### src/rtl/vga_mem_arbiter_if.sv
// Bus bundle between the VGA memory arbiter, the writer (text/graphics update
// logic) and the single-port synchronous video RAM.
//   wr_req/wr_addr/wr_data : writer request, held until wr_ack
//   wr_ack                 : one-cycle pulse in the cycle the write is issued
//   mem_addr/mem_we/mem_wdata : registered RAM command from the arbiter
//   mem_rdata              : RAM read data, valid 1 clk after the address cycle
// Modport slave is the arbiter view; master is the writer + RAM view.
interface vga_mem_arbiter_if #(
  parameter int DW = 8,
  parameter int AW = 13
);
  logic          wr_req;
  logic [AW-1:0] wr_addr;
  logic [DW-1:0] wr_data;
  logic          wr_ack;
  logic [AW-1:0] mem_addr;
  logic          mem_we;
  logic [DW-1:0] mem_wdata;
  logic [DW-1:0] mem_rdata;

  modport slave (
    input  wr_req, wr_addr, wr_data, mem_rdata,
    output wr_ack, mem_addr, mem_we, mem_wdata
  );

  modport master (
    output wr_req, wr_addr, wr_data, mem_rdata,
    input  wr_ack, mem_addr, mem_we, mem_wdata
  );
endinterface

### src/rtl/vga_mem_arbiter.sv
// Shares one single-port synchronous video RAM between VGA scan-out and one
// writer. Display fetches (one cell per pixel tick) have absolute priority;
// the writer gets leftover slots through a req/ack handshake.
// Ports:
//   clk, reset         : system clock (4x pixel rate), async active-high reset
//   tick, video_on     : pixel tick and visible-area flag from sync generator
//   pixelx, pixely     : current pixel coordinates, valid with tick
//   bus                : writer handshake + RAM command/data (slave modport)
//   pix_data, pix_valid: last fetched cell and its one-cycle update strobe
module vga_mem_arbiter #(
  parameter int DW    = 8,
  parameter int AW    = 13,
  parameter int SHIFT = 3,
  parameter int COLS  = 80
) (
  input  logic          clk,
  input  logic          reset,
  input  logic          tick,
  input  logic          video_on,
  input  logic [9:0]    pixelx,
  input  logic [9:0]    pixely,
  vga_mem_arbiter_if.slave bus,
  output logic [DW-1:0] pix_data,
  output logic          pix_valid
);

  typedef enum logic [1:0] {IDLE, DISP, CAPT, WRITE} state_t;

  state_t        state;
  logic          pend;
  logic [AW-1:0] disp_addr_q;

  logic          vis_tick;
  logic          disp_due;
  logic [AW-1:0] disp_addr_now;
  logic [AW-1:0] disp_src;

  always_comb begin
    vis_tick      = tick & video_on;
    disp_due      = pend | vis_tick;
    disp_addr_now = AW'(32'(pixely >> SHIFT) * 32'(COLS) + 32'(pixelx >> SHIFT));
    // A tick in this very cycle has not reached disp_addr_q yet.
    disp_src      = vis_tick ? disp_addr_now : disp_addr_q;
  end

  // RAM command outputs are registered on the transition into DISP/WRITE so
  // they are valid for the whole cycle the FSM spends in that state.
  always_ff @(posedge clk or posedge reset) begin
    if (reset) begin
      state         <= IDLE;
      pend          <= 1'b0;
      disp_addr_q   <= '0;
      bus.mem_addr  <= '0;
      bus.mem_we    <= 1'b0;
      bus.mem_wdata <= '0;
      bus.wr_ack    <= 1'b0;
      pix_data      <= '0;
      pix_valid     <= 1'b0;
    end else begin
      bus.mem_we <= 1'b0;
      bus.wr_ack <= 1'b0;
      pix_valid  <= 1'b0;

      if (vis_tick) begin
        pend        <= 1'b1;
        disp_addr_q <= disp_addr_now;
      end else if (state == DISP) begin
        pend <= 1'b0;
      end

      if (tick && !video_on) begin
        pix_data <= '0;
      end

      case (state)
        IDLE: begin
          if (disp_due) begin
            state        <= DISP;
            bus.mem_addr <= disp_src;
          end else if (bus.wr_req) begin
            state         <= WRITE;
            bus.mem_addr  <= bus.wr_addr;
            bus.mem_wdata <= bus.wr_data;
            bus.mem_we    <= 1'b1;
            bus.wr_ack    <= 1'b1;
          end
        end
        DISP: begin
          state <= CAPT;
        end
        CAPT: begin
          // Overrides the blanking clear above; never coincides with a
          // tick when ticks arrive every 4 clk.
          state     <= IDLE;
          pix_data  <= bus.mem_rdata;
          pix_valid <= 1'b1;
        end
        WRITE: begin
          if (disp_due) begin
            state        <= DISP;
            bus.mem_addr <= disp_src;
          end else begin
            state <= IDLE;
          end
        end
        default: state <= IDLE;
      endcase
    end
  end

endmodule

### src/flat_wrapper.sv
// flat-port wrapper written by rule: the top's interface ports become plain ports
module vga_mem_arbiter_flat 
#(
  parameter int DW    = 8,
  parameter int AW    = 13,
  parameter int SHIFT = 3,
  parameter int COLS  = 80
)
  (clk, reset, tick, video_on, pixelx, pixely, pix_data, pix_valid, bus_wr_req, bus_wr_addr, bus_wr_data, bus_mem_rdata, bus_wr_ack, bus_mem_addr, bus_mem_we, bus_mem_wdata);
  vga_mem_arbiter_if #(.DW(DW), .AW(AW)) bus_i ();
  input  logic clk;
  input  logic reset;
  input  logic tick;
  input  logic video_on;
  input  logic [9:0] pixelx;
  input  logic [9:0] pixely;
  output logic [DW-1:0] pix_data;
  output logic pix_valid;
  input wire logic [$bits(bus_i.wr_req)-1:0] bus_wr_req;
  input wire logic [$bits(bus_i.wr_addr)-1:0] bus_wr_addr;
  input wire logic [$bits(bus_i.wr_data)-1:0] bus_wr_data;
  input wire logic [$bits(bus_i.mem_rdata)-1:0] bus_mem_rdata;
  output wire logic [$bits(bus_i.wr_ack)-1:0] bus_wr_ack;
  output wire logic [$bits(bus_i.mem_addr)-1:0] bus_mem_addr;
  output wire logic [$bits(bus_i.mem_we)-1:0] bus_mem_we;
  output wire logic [$bits(bus_i.mem_wdata)-1:0] bus_mem_wdata;
  assign bus_i.wr_req = bus_wr_req;
  assign bus_i.wr_addr = bus_wr_addr;
  assign bus_i.wr_data = bus_wr_data;
  assign bus_i.mem_rdata = bus_mem_rdata;
  assign bus_wr_ack = bus_i.wr_ack;
  assign bus_mem_addr = bus_i.mem_addr;
  assign bus_mem_we = bus_i.mem_we;
  assign bus_mem_wdata = bus_i.mem_wdata;
  vga_mem_arbiter #(.DW(DW), .AW(AW), .SHIFT(SHIFT), .COLS(COLS)) u_core (.clk(clk), .reset(reset), .tick(tick), .video_on(video_on), .pixelx(pixelx), .pixely(pixely), .bus(bus_i), .pix_data(pix_data), .pix_valid(pix_valid));
endmodule
### config.mk
export PLATFORM = sky130hd
export DESIGN_NAME = vga_mem_arbiter_flat
export DESIGN_NICKNAME = d
export VERILOG_FILES = /design/src/rtl/vga_mem_arbiter_if.sv /design/src/rtl/vga_mem_arbiter.sv /design/src/flat_wrapper.sv
export SDC_FILE = /design/constraint.sdc
export NUM_CORES = 1
export LEC_CHECK = 0
export BUFFER_PORTS_ARGS = -buffer_cell sky130_fd_sc_hd__buf_4
export CAP_MARGIN = 10
export CORE_UTILIZATION = 41
export CTS_CLUSTER_SIZE = 14
export DETAILED_ROUTE_END_ITERATION = 10
export GPL_ROUTABILITY_DRIVEN = 0
export PLACE_DENSITY_LB_ADDON = 0.15
export SLEW_MARGIN = 5
export SYNTH_ARGS = -nofsm -noshare
export SYNTH_HDL_FRONTEND = slang
export SYNTH_SLANG_ARGS = --single-unit
export TNS_END_PERCENT = 10
### constraint.sdc
create_clock -name clk -period 1.48 [get_ports clk]
set_input_delay 0.296 -clock clk [delete_from_list [all_inputs] [get_ports clk]]
set_output_delay 0.296 -clock clk [all_outputs]
set_load 0.02 [all_outputs]
==> impl_metrics.csv <==
group,metric,value,unit
logic_synthesis,synthDistinctLibCells,40,
cts,clkLatencyLatePin,290,ps
grt,grt_pass1_vias,2051,
timing,setup_viol,11,
grt,grt_first_pass_wirelength,9.31,mm
timing,maxSlewViolCount,0,
detailed_routing,drtAntennaViolNets,0,
layout,multi_input_area,1240,um2
die,die_w,77.1,um
grt,grt_max_degree,48,
timing,finalWorstSetupSlack,-737,ps
layout,fin_util,0.673,
worst_setup_path,crit_arrival,2440,ps
logic_synthesis,synth_edf_count,0,
grt,gr-total-overflow,0,
detailed_routing,vias,2032,
detailed_routing,viasPerCell,4.92,
worst_setup_path,required,1700,ps
logic_synthesis,synthArstFlopShare,1.00,
detailed_routing,routedWlPerCell,13.3,um
worst_setup_path,cp-end-kind,"flip-flop",
die,core-area,5270,um2
timing,rsz0062_at_grt,"yes",
detailed_routing,route.detailed.drc,0,
layout,areaGrowthSynthToFinish,53.4,%
layout,fin_cells,413,
timing,finalClockSkew,6.56,ps
cts,cts_sinks,47,
logic_synthesis,syn_avg_cell_area,10.4,um2
die,start_util,0.439,
layout,final_nets,411,
cts,cts_tree,"done",
cts,clock_path_buffers,2,
timing,fin_crit,2220,ps
cts,cts_buffers,5,
layout,regArea,1180,um2
grt,antenna_found_initial,0,
die,rows,26,
layout,drive_gt1_frac,0.484,
outcome,violations,"setup timing",
detailed_routing,firstDrtPassIters,4,
logic_synthesis,syn_inst,222,
layout,n_fill_cell,433,
hold_path,hp-class,"in -> async",
timing,worstMarginPinSlew,624,ps
pwr,p_per_area,1680,nW/um2
placement,dp.final_hpwl,4.07,mm
timing,relSlewSlack,0.584,
die,die_h,77.1,um
job,max_cap_violations,0,
cts,htreeDepth,2,
grt,gr-usage-all-layers,0.199,
logic_synthesis,synth_fp_nets,291,
detailed_routing,drt_iter0_markers,72,
timing,hold_viol,0,
pwr,ir_worst_vdd,1.05,mV
outcome,status,"finished, violations left",
worst_setup_path,crit_path_start_kind,"primary input",
logic_synthesis,synth_area,2310,um2
logic_synthesis,synth.yosys.warnings,0,
detailed_routing,routed_wirelength,5.50,mm
placement,placedCellCount,402,
layout,diodes,0,
placement,portBuffers,79,
timing,max_freq,451,MHz
logic_synthesis,seq_area_frac_synth,0.509,
die,boundaryPins,86,
logic_synthesis,synthFlopType,"dfrtp_1",
logic_synthesis,synth_seq_cells,47,
worst_setup_path,timing_worst_setup_path_type,"in -> reg",
pwr,p_leak,1.78,nW
worst_setup_path,cp_max_fo,3,
cts,clockRootBuffer,"clkbuf_8",
cts,path_clk_slew,80,ps
worst_setup_path,reg2reg_depth,6,
timing,fin_crit_sh,1.50,
die,dieArea,5940,um2
cells in the final DEF, fill, tap and decap left out, drive strengths merged, types with 2 or more instances in the layout:
cell    instances
a211oi          3
a21o            3
a21oi          12
a22o            8
a31o            2
a31oi           4
and2            2
buf           122
clkbuf          7
dfrtp          47
fa              2
ha             13
inv             6
mux2            8
mux2i           7
nand2          40
nor2           22
nor3            2
o21ai           9
o21bai          2
o31ai           2
xnor2           5
xor2            2
sequential cells by signal (all words and copies together) (netlist names):
register,count
u_core.bus.mem_wdata,8
u_core.pend,1
u_core.pix_valid,1
u_core.bus.wr_ack,1
u_core.state,2
u_core.pix_data,8
u_core.disp_addr_q,13
u_core.bus.mem_addr,13
worst paths after layout:
kind,end,slack [ps],from
worst max register to register,u_core.bus.mem_addr[9]$_DFFE_PP0P_,-10,u_core.state[0]$_DFFE_PP0P_
worst min register to register,u_core.disp_addr_q[8]$_DFF_PP0_,470,u_core.disp_addr_q[8]$_DFF_PP0_
max in group asynchronous,u_core.pix_data[7]$_DFFE_PP0P_,1240,reset
worst max-delay path,u_core.bus.mem_addr[11]$_DFFE_PP0P_,-740,pixely[6]
worst min-delay path,u_core.bus.mem_wdata[1]$_DFFE_PP0P_,20,reset
min in group clk,u_core.disp_addr_q[2]$_DFF_PP0_,220,pixelx[5]
worst max-delay path, stage by stage:
cell	delay, ps
buf_8	100
ha_4	230
ha_4	160
fa_2	390
a21o_4	220
a21oi_4	140
xnor2_2	110
and4_4	190
or4_1	460
a31oi_1	130
timing repair:
item	4_1_cts	5_1_grt
hold buffers	0	0
endpoints found under the setup margin	12	18
gates resized for setup	23	5
buffers inserted	3	0
cloned	0	0
pin swaps	15	8
Yosys cell counts, types with 4 or more instances:
| cell type | instances | area share |
|---|---|---|
| nand2_1 | 40 | 0.065 |
| inv_1 | 6 | 0.0097 |
| xnor2_1 | 5 | 0.019 |
| nor2_1 | 22 | 0.036 |
| a31oi_1 | 4 | 0.011 |
| mux2i_1 | 7 | 0.030 |
| clkbuf_1 | 4 | 0.0065 |
| o21ai_0 | 9 | 0.019 |
| ha_1 | 13 | 0.070 |
| a22o_1 | 8 | 0.030 |
| mux2_2 | 8 | 0.039 |
| dfrtp_1 | 47 | 0.51 |
| a21oi_1 | 12 | 0.026 |
logic make-up (layout without fill, tap and decap cells):
family,after synthesis,after routing,share of synthesized area
flip-flops,47,47,0.509
adder cells (fa/ha/maj),15,15,0.0877
AND/OR/NAND/NOR,73,73,0.132
XOR/XNOR,7,7,0.0265
AO/OA/AOI/OAI,50,50,0.148
multiplexers,15,15,0.0693
buffers and inverters,15,136,0.0281
where the power goes:
| group | internal (mW) | total [mW] | leakage, nW | switching [mW] |
|---|---|---|---|---|
| logic | 1.54 | 3.16 | 1.17 | 1.62 |
| registers | 1.79 | 2.05 | 0.571 | 0.257 |
| clock network | 0.332 | 0.738 | 0.0422 | 0.406 |
| total | 3.66 | 5.95 | 1.78 | 2.28 |
per-stage QoR:
step	setup slack [ps]	total power [mW]	hold WS, ps	instance area, um2	TNS, ps
floorplan	-899	3.81	421	2360	-4810
global placement	-1070	5.05	359	3310	-9690
detailed placement	-1110	5.12	361	3310	-10290
CTS	-758	5.97	35.3	3520	-3990
global route	-766	6.39	40.2	3550	-4700
finish	-737	5.95	23.4	3550	-3910
layer usage:
layer,up-vias,GRT usage,share of wire
li1,1016,-,-
met1,960,0.250,0.44
met2,51,0.345,0.50
met3,5,0.0464,0.055
met4,0,0.0509,0.0078
met5,-,0,0
layout make-up:
class,instances,share of cell area
clock buffer,7,0.0215
timing repair buffer,122,0.266
inverter,6,0.00635
multi-input combinational,160,0.349
clock inverter,1,0.00141
sequential,47,0.332
tap,70,0.0247
Note: power is estimated with default switching activity, not from simulation.
